`config.mk`:
```
export PLATFORM = sky130hd
export DESIGN_NAME = player_input_conditioner
export DESIGN_NICKNAME = d
export VERILOG_FILES = /design/src/rtl/player_input_conditioner.sv
export SDC_FILE = /design/constraint.sdc
export NUM_CORES = 1
export LEC_CHECK = 0
export BUFFER_PORTS_ARGS = -buffer_cell sky130_fd_sc_hd__buf_2
export CORE_UTILIZATION = 62
export CTS_CLUSTER_DIAMETER = 50
export CTS_CLUSTER_SIZE = 24
export DETAILED_ROUTE_END_ITERATION = 12
export PLACE_DENSITY = 0.83
export SKIP_LAST_GASP = 1
export SYNTH_ARGS = -nofsm -noshare
export SYNTH_HDL_FRONTEND = slang
export SYNTH_SLANG_ARGS = --single-unit
```
`constraint.sdc`:
```
create_clock -name Clk -period 2.3 [get_ports Clk]
set_clock_uncertainty 0.05 [all_clocks]
set_input_delay 0.115 -clock Clk [delete_from_list [all_inputs] [get_ports Clk]]
set_output_delay 0.115 -clock Clk [all_outputs]
set_load 0.05 [all_outputs]
```
`src/rtl/player_input_conditioner.sv`:
```
// Keyboard-to-player action conditioner: synchronises and debounces raw key bits,
// then derives per-player movement levels, a latched jump request and a confirm pulse.
module player_input_conditioner #(
    parameter int NUM_PLAYERS     = 2,
    parameter int DEBOUNCE_CYCLES = 4,
    parameter int LR_MODE         = 0
) (
    input  logic                     Clk,
    input  logic                     Reset_n,
    input  logic [4*NUM_PLAYERS-1:0] keycode,
    input  logic                     sample_en,
    input  logic [NUM_PLAYERS-1:0]   jump_ack,
    output logic [NUM_PLAYERS-1:0]   move_left,
    output logic [NUM_PLAYERS-1:0]   move_right,
    output logic [NUM_PLAYERS-1:0]   jump_held,
    output logic [NUM_PLAYERS-1:0]   jump_req,
    output logic                     confirm_pulse
);

    localparam int NUM_BITS    = 3 * NUM_PLAYERS + 1;
    localparam int CONFIRM_IDX = 3 * NUM_PLAYERS;
    localparam int CNT_W       = $clog2(DEBOUNCE_CYCLES + 1);
    localparam logic [CNT_W-1:0] CNT_ONE  = CNT_W'(1);
    localparam logic [CNT_W-1:0] CNT_DONE = CNT_W'(DEBOUNCE_CYCLES);

    // Internal packed order: per player {jump, left, right}, confirm on top.
    localparam int RIGHT_OFS = 0;
    localparam int LEFT_OFS  = 1;
    localparam int JUMP_OFS  = 2;

    typedef enum logic {
        DIR_LEFT  = 1'b0,
        DIR_RIGHT = 1'b1
    } dir_t;

    logic [NUM_BITS-1:0]    raw_bits;
    logic [NUM_PLAYERS-1:0] unused_reserved;
    logic [NUM_BITS-1:0]    sync_meta;
    logic [NUM_BITS-1:0]    sync_bits;
    logic [NUM_BITS-1:0]    filt;
    logic [NUM_BITS-1:0]    filt_prev;
    logic [NUM_BITS-1:0]    rise;
    logic [CNT_W-1:0]       cnt [NUM_BITS];

    logic [NUM_PLAYERS-1:0] left_nxt;
    logic [NUM_PLAYERS-1:0] right_nxt;
    logic [NUM_PLAYERS-1:0] req_nxt;
    dir_t                   last_dir [NUM_PLAYERS];
    dir_t                   dir_nxt  [NUM_PLAYERS];

    // Gather the used key bits; reserved bit3 of every nibble but the top one is dropped.
    // NOTE: every variable gets a default before the loop so no path leaves it unassigned,
    // which would otherwise infer a latch.
    always_comb begin
        raw_bits        = '0;
        unused_reserved = '0;
        for (int p = 0; p < NUM_PLAYERS; p++) begin
            raw_bits[3*p + RIGHT_OFS] = keycode[4*(NUM_PLAYERS-1-p) + 0];
            raw_bits[3*p + LEFT_OFS]  = keycode[4*(NUM_PLAYERS-1-p) + 1];
            raw_bits[3*p + JUMP_OFS]  = keycode[4*(NUM_PLAYERS-1-p) + 2];
            if (p != 0) begin
                unused_reserved[p] = keycode[4*(NUM_PLAYERS-1-p) + 3];
            end
        end
        raw_bits[CONFIRM_IDX] = keycode[4*NUM_PLAYERS-1];
    end

    // Two-flop synchroniser, clocked every edge regardless of sample_en.
    // NOTE: non-blocking assignments let sync_bits take the old sync_meta value,
    // giving two real flop stages instead of one collapsed stage.
    always_ff @(posedge Clk or negedge Reset_n) begin
        if (!Reset_n) begin
            sync_meta <= '0;
            sync_bits <= '0;
        end else begin
            sync_meta <= raw_bits;
            sync_bits <= sync_meta;
        end
    end

    // NOTE: the counter array is a bank of flops, not a RAM, so it is reset like any
    // other state; a partial count must not survive reset.
    always_ff @(posedge Clk or negedge Reset_n) begin
        if (!Reset_n) begin
            filt <= '0;
            for (int i = 0; i < NUM_BITS; i++) begin
                cnt[i] <= '0;
            end
        end else if (sample_en) begin
            for (int i = 0; i < NUM_BITS; i++) begin
                if (sync_bits[i] == filt[i]) begin
                    cnt[i] <= '0;
                end else if (cnt[i] + CNT_ONE == CNT_DONE) begin
                    filt[i] <= ~filt[i];
                    cnt[i]  <= '0;
                end else begin
                    cnt[i] <= cnt[i] + CNT_ONE;
                end
            end
        end
    end

    always_ff @(posedge Clk or negedge Reset_n) begin
        if (!Reset_n) begin
            filt_prev <= '0;
        end else begin
            filt_prev <= filt;
        end
    end

    assign rise = filt & ~filt_prev;

    // Direction resolution and jump request next-state, one slice per player.
    always_comb begin
        left_nxt  = '0;
        right_nxt = '0;
        req_nxt   = jump_req;
        for (int p = 0; p < NUM_PLAYERS; p++) begin
            dir_nxt[p] = last_dir[p];
            if (rise[3*p + LEFT_OFS]) begin
                dir_nxt[p] = DIR_LEFT;
            end else if (rise[3*p + RIGHT_OFS]) begin
                dir_nxt[p] = DIR_RIGHT;
            end

            if (filt[3*p + LEFT_OFS] && !filt[3*p + RIGHT_OFS]) begin
                left_nxt[p] = 1'b1;
            end else if (!filt[3*p + LEFT_OFS] && filt[3*p + RIGHT_OFS]) begin
                right_nxt[p] = 1'b1;
            end else if (filt[3*p + LEFT_OFS] && filt[3*p + RIGHT_OFS] && (LR_MODE != 0)) begin
                left_nxt[p]  = (dir_nxt[p] == DIR_LEFT);
                right_nxt[p] = (dir_nxt[p] == DIR_RIGHT);
            end

            // A fresh press wins over a coincident acknowledge so it is never lost.
            if (rise[3*p + JUMP_OFS]) begin
                req_nxt[p] = 1'b1;
            end else if (jump_ack[p]) begin
                req_nxt[p] = 1'b0;
            end
        end
    end

    always_ff @(posedge Clk or negedge Reset_n) begin
        if (!Reset_n) begin
            move_left     <= '0;
            move_right    <= '0;
            jump_held     <= '0;
            jump_req      <= '0;
            confirm_pulse <= 1'b0;
            for (int p = 0; p < NUM_PLAYERS; p++) begin
                last_dir[p] <= DIR_LEFT;
            end
        end else begin
            move_left     <= left_nxt;
            move_right    <= right_nxt;
            jump_req      <= req_nxt;
            confirm_pulse <= rise[CONFIRM_IDX];
            for (int p = 0; p < NUM_PLAYERS; p++) begin
                last_dir[p]  <= dir_nxt[p];
                jump_held[p] <= filt[3*p + JUMP_OFS];
            end
        end
    end

endmodule

```
-- Yosys cells after proc, flatten, opt, wreduce, memory -nomap -nowiden
Cells that the tools add are included.
- add/subtract/negate cells: 7
- multipliers: 0
- divide/modulo/power cells: 0
- magnitude comparators: 0
- equal/unequal tests: 14
- shift-type cells: 0
- mux-type cells: 24
- bitwise gates (word level): 16
- reduce and logical (&&, ||, !) cells: 17
- operators with widths (cell ; number):
    3-bit two-way mux ; 14
    3-bit by 1-bit adder with 3-bit output (second input constant) ; 7
    3-bit equality test (second input constant) ; 7
    3-bit AND reduction ; 7
    1-bit inverter ; 14
    1-bit two-way mux ; 10
    7-bit bitwise AND ; 1
    1-bit equality test ; 7
    7-bit inverter ; 1
    1-bit logical AND ; 4
    1-bit zero test ; 4
    2-bit nonzero test ; 2
- register bits: 58
- latch bits: 0
- memory bits (writable): 0
- bits in read-only memories: 0
- output and inout port bits: 9
- logic and storage cells: 101
- memories: 0

-- Longest topological paths before layout
- depth in word-level cells: 4
- mapped depth: 5

-- Worst setup path after synthesis
OpenSTA, ideal clock, no wires.
- path type: register to register
- start: register cnt[6] (netlist bit)
- end: register cnt[6] (netlist bit)
- setup time: 65 ps
- data arrival time: 1274 ps
- data required time: 2185 ps
- slack: 911 ps
- stages on the path, launching flop included: 5
- clock period less this slack: 1389 ps
- cell sequence: dfrtp_1 ha_1 xor2_1 a2111oi_0 a21o_1
- cells in the longest elaborated chain, start to end: 4
- RTL lines (item ; line ; RTL):
    start: declaration ; 43 ; logic [CNT_W-1:0] cnt [NUM_BITS];
    start signal: indexed assignment ; 97 ; cnt[i] <= cnt[i] + CNT_ONE;
    3-bit by 1-bit adder with 3-bit output * ; 93, 97 ;
    3-bit equality test ; 93 ; end else if (cnt[i] + CNT_ONE == CNT_DONE) begin
    3-bit two-way mux * ; 93 ;
    3-bit two-way mux * ; 91 ; if (sync_bits[i] == filt[i]) begin
Mark *: on every way between the ends. The rest lies on a longest branch, timed or not.
A chain may end at the register's enable or synchronous reset.

-- Worst setup path after layout
Ends and elaborated chain as after synthesis.

==> results_dict.tcl <==
set metrics [dict create \
    outcome "complete, no violations" \
    cts_buffer_depth 2 \
    multiInputGateArea_sq_um 801 \
    synth_ff_type "dfrtp_1" \
    p_comb_share_pct 32.6 \
    yosysTopAreaCellShare_pct 58.8 \
    synth_area_per_cell_sq_um 12.2 \
    worstMarginPinSlew_ns 0.683 \
    syn_nets 210 \
    cp-start-kind "register" \
    synth_edf_count 0 \
    coreArea_sq_um 3390 \
    ys_types 31 \
    viasPerCell 5.50 \
    seq_power_share_pct 49.4 \
    p_switching_w 0.00104 \
    p_sw_share_pct 37.3 \
    htreeDepth 2 \
    fmax_mhz 646 \
    setup_violations 0 \
    cts_resized 0 \
    path_clk_slew_ns 0.14 \
    cts-buffers-inserted 5 \
    yosysWarnings 0 \
    grt_usage_pct 24.2 \
    synth-async-reset-ratio_pct 100 \
    cap_viol_max_count 0 \
    cts-root-buf "clkbuf_4" \
    finalHoldViolations 0 \
    via_count 1436 \
    yosysMostFrequentCell "dfrtp_1" \
    power.internal_w 0.00175 \
    num_rows 21 \
    grt.overflow.total 0 \
    hpwlAfterDp_microns 2640 \
    layout_min_cycle_time_ns 1.55 \
    portBuffers 20 \
    grt_start_max_net_pins 32 \
    fin_tns_setup_ns 0 \
    timing.rr.start "cnt[6]" \
    syn-cell-area_sq_um 2210 \
    die_area_sq_um 3810 \
    regArea_sq_um 1300 \
    hold_class "in2reg" \
    ios 22 \
    rsz0062_at_grt "false" \
    clock_latency_ns 0.37 \
    die-height_microns 61.8 \
    diodes 0 \
    cts_setup_buffers 0 \
    synthCells 181 \
    cts_tree "built" \
    dr.pass1.iters 4 \
    power_density_nw_per_um2 1100 \
    synth_common_cells "dfrtp_1 (52), inv_1 (19), ha_1 (16), nand2_1 (13), nand3_1 (8)" \
    synth_area_leaders "dfrtp_1 (59%), ha_1 (9.0%), inv_1 (3.2%)" \
    gp_congestion 0.764 \
    fin_nets 243 \
    routed_wl_microns 3900 \
    cp-startpoint "cnt[6]" \
    grt_pass1_wl_microns 6370 \
    routedWlPerCell_microns 14.9 \
    ys_seq_elements 52 \
    power_leakage_nw 1.24 \
    grt_pass1_vias 1494 \
    drc 0 \
    hold_start "sample_en" \
    start_util_pct 65.3 \
    areaGrowthSynthToFinish_pct 14.1 \
    slew_viol_final 0 \
    fillers 217 \
    vdd_drop_max_v 0.000626 \
    layout_setup_ws_ns 0.751 \
    drive_gt1_share_pct 17.7 \
    worstSetupEndpointType "register" \
    synth_top_area_cell "dfrtp_1" \
    period_share_pct 67.3 \
    postRouteAntennaNets 0 \
    arrival_ns 1.82 \
    critPathMaxFanout 4 \
    post-place-ws_ns 0.800 \
    clock_sinks 52 \
    drt_iter0_drc 60 \
    pwr-share-clk_pct 18.0 \
    antenna_found_initial 0 \
    dieWidth_microns 61.8 \
    yosysSeqAreaShare_pct 58.8 \
    max_slew_margin_pct 54.5 \
    crit_type "reg2reg" \
    required_ns 2.57 \
]
==> placed cells by master (no fill, tap or decap), types with 2 or more instances in the layout <==
cell | synthesis | final
o21ai_0 | 4 | 4
nor2_1 | 2 | 2
nand3b_1 | 3 | 3
or3_1 | 2 | 2
dfrtp_1 | 52 | 52
xnor2_1 | 5 | 5
ha_1 | 16 | 16
nand3_1 | 8 | 8
buf_2 | 3 | 20
o2bb2ai_1 | 4 | 4
dlygate4sd3_1 | 0 | 10
xor2_1 | 7 | 7
o22ai_1 | 6 | 6
a21oi_1 | 2 | 2
o31ai_1 | 2 | 2
and2_1 | 2 | 2
buf_4 | 3 | 2
clkbuf_4 | 0 | 5
o32ai_1 | 3 | 3
a2111oi_0 | 2 | 2
nand2_1 | 13 | 13
nor2b_1 | 5 | 5
a21o_1 | 3 | 3
inv_1 | 19 | 19
mux2_2 | 6 | 6
o21a_1 | 2 | 2
==> power by group through the flow <==
stage                     combinational, W  sequential (W)  clock [W]
after floorplan                   0.000569         0.00149          0
after global placement            0.000824         0.00135          0
after detailed placement          0.000893         0.00139          0
after CTS                         0.000910         0.00137   0.000505
after global routing              0.000996         0.00141   0.000548
final                             0.000908         0.00137   0.000501
==> what timing repair did <==
| item | 4_1_cts | 5_1_grt |
|---|---|---|
| endpoints found under the hold margin | 39 | 0 |
| hold buffers | 10 | 0 |
| endpoints found under the setup margin | 0 | 0 |
==> worst max-delay path, cell delays in order, from the launching register on <==
cell       delay (ns)
dfrtp_1          0.44
ha_1             0.25
xor2_1           0.18
a2111oi_0        0.46
a21o_1           0.13
==> layer usage <==
| layer | part of all wire [%] | global-route usage [%] | wire length, microns |
|---|---|---|---|
| met1 | 38 | 25.4 | 1480 |
| met2 | 56 | 45.8 | 2190 |
| met3 | 3.5 | 5.80 | 137 |
| met4 | 2.2 | 10.5 | 84 |
| met5 | 0 | 0 | 0 |
==> worst paths after layout <==
| kind | end | slack (ns) | depth (start not counted) |
|---|---|---|---|
| setup reg to reg | cnt[6] | 0.75 | 4 |
| hold / removal | cnt[10] | 0.06 | 3 |
| min in group asynchronous | filt[5] | 0.26 | 2 |
| max in group asynchronous | cnt[16] | 1.19 | 3 |
| hold reg to reg | sync_bits[1] | 0.32 | 0 |
| setup / recovery | cnt[6] | 0.75 | 4 |
==> layout make-up <==
type | count | share of cell area [%]
clock inverter | 2 | 1.39
inverter | 20 | 2.97
multi-input combinational | 103 | 31.7
sequential | 52 | 51.5
tap | 46 | 2.28
clock buffer | 6 | 1.63
timing repair buffer | 32 | 8.52
==> state kept, by name, indices dropped and copies added (netlist names) <==
signal         count
filt               7
sync_meta          7
move_right         2
confirm_pulse      1
sync_bits          7
jump_req           2
cnt               21
jump_held          1
move_left          2
filt_prev          2
==> kinds of logic (layout without fill, tap and decap cells) <==
kind of cell             after synthesis  in the layout  synth area share [%]
buffers and inverters                 26             60                  5.08
flip-flops                            52             52                  58.8
AO/OA/AOI/OAI                         32             32                  10.7
AND/OR/NAND/NOR                       37             37                  8.59
multiplexers                           6              6                  3.05
XOR/XNOR                              12             12                  4.75
adder cells (fa/ha/maj)               16             16                  9.04
==> through the flow <==
stage	area [sq um]	cells	total power (W)	util [%]	hold slack, ns
floorplan	2210	181	0.00206	-	-0.231
global placement	2350	243	0.00218	69.3	0.121
detailed placement	2350	243	0.00228	69.3	0.143
CTS	2530	261	0.00279	74.5	0.0441
global route	2530	261	0.00296	74.5	0.0603
finish	2530	261	0.00278	74.5	0.0576
Note: power is estimated with default switching activity, not from simulation.
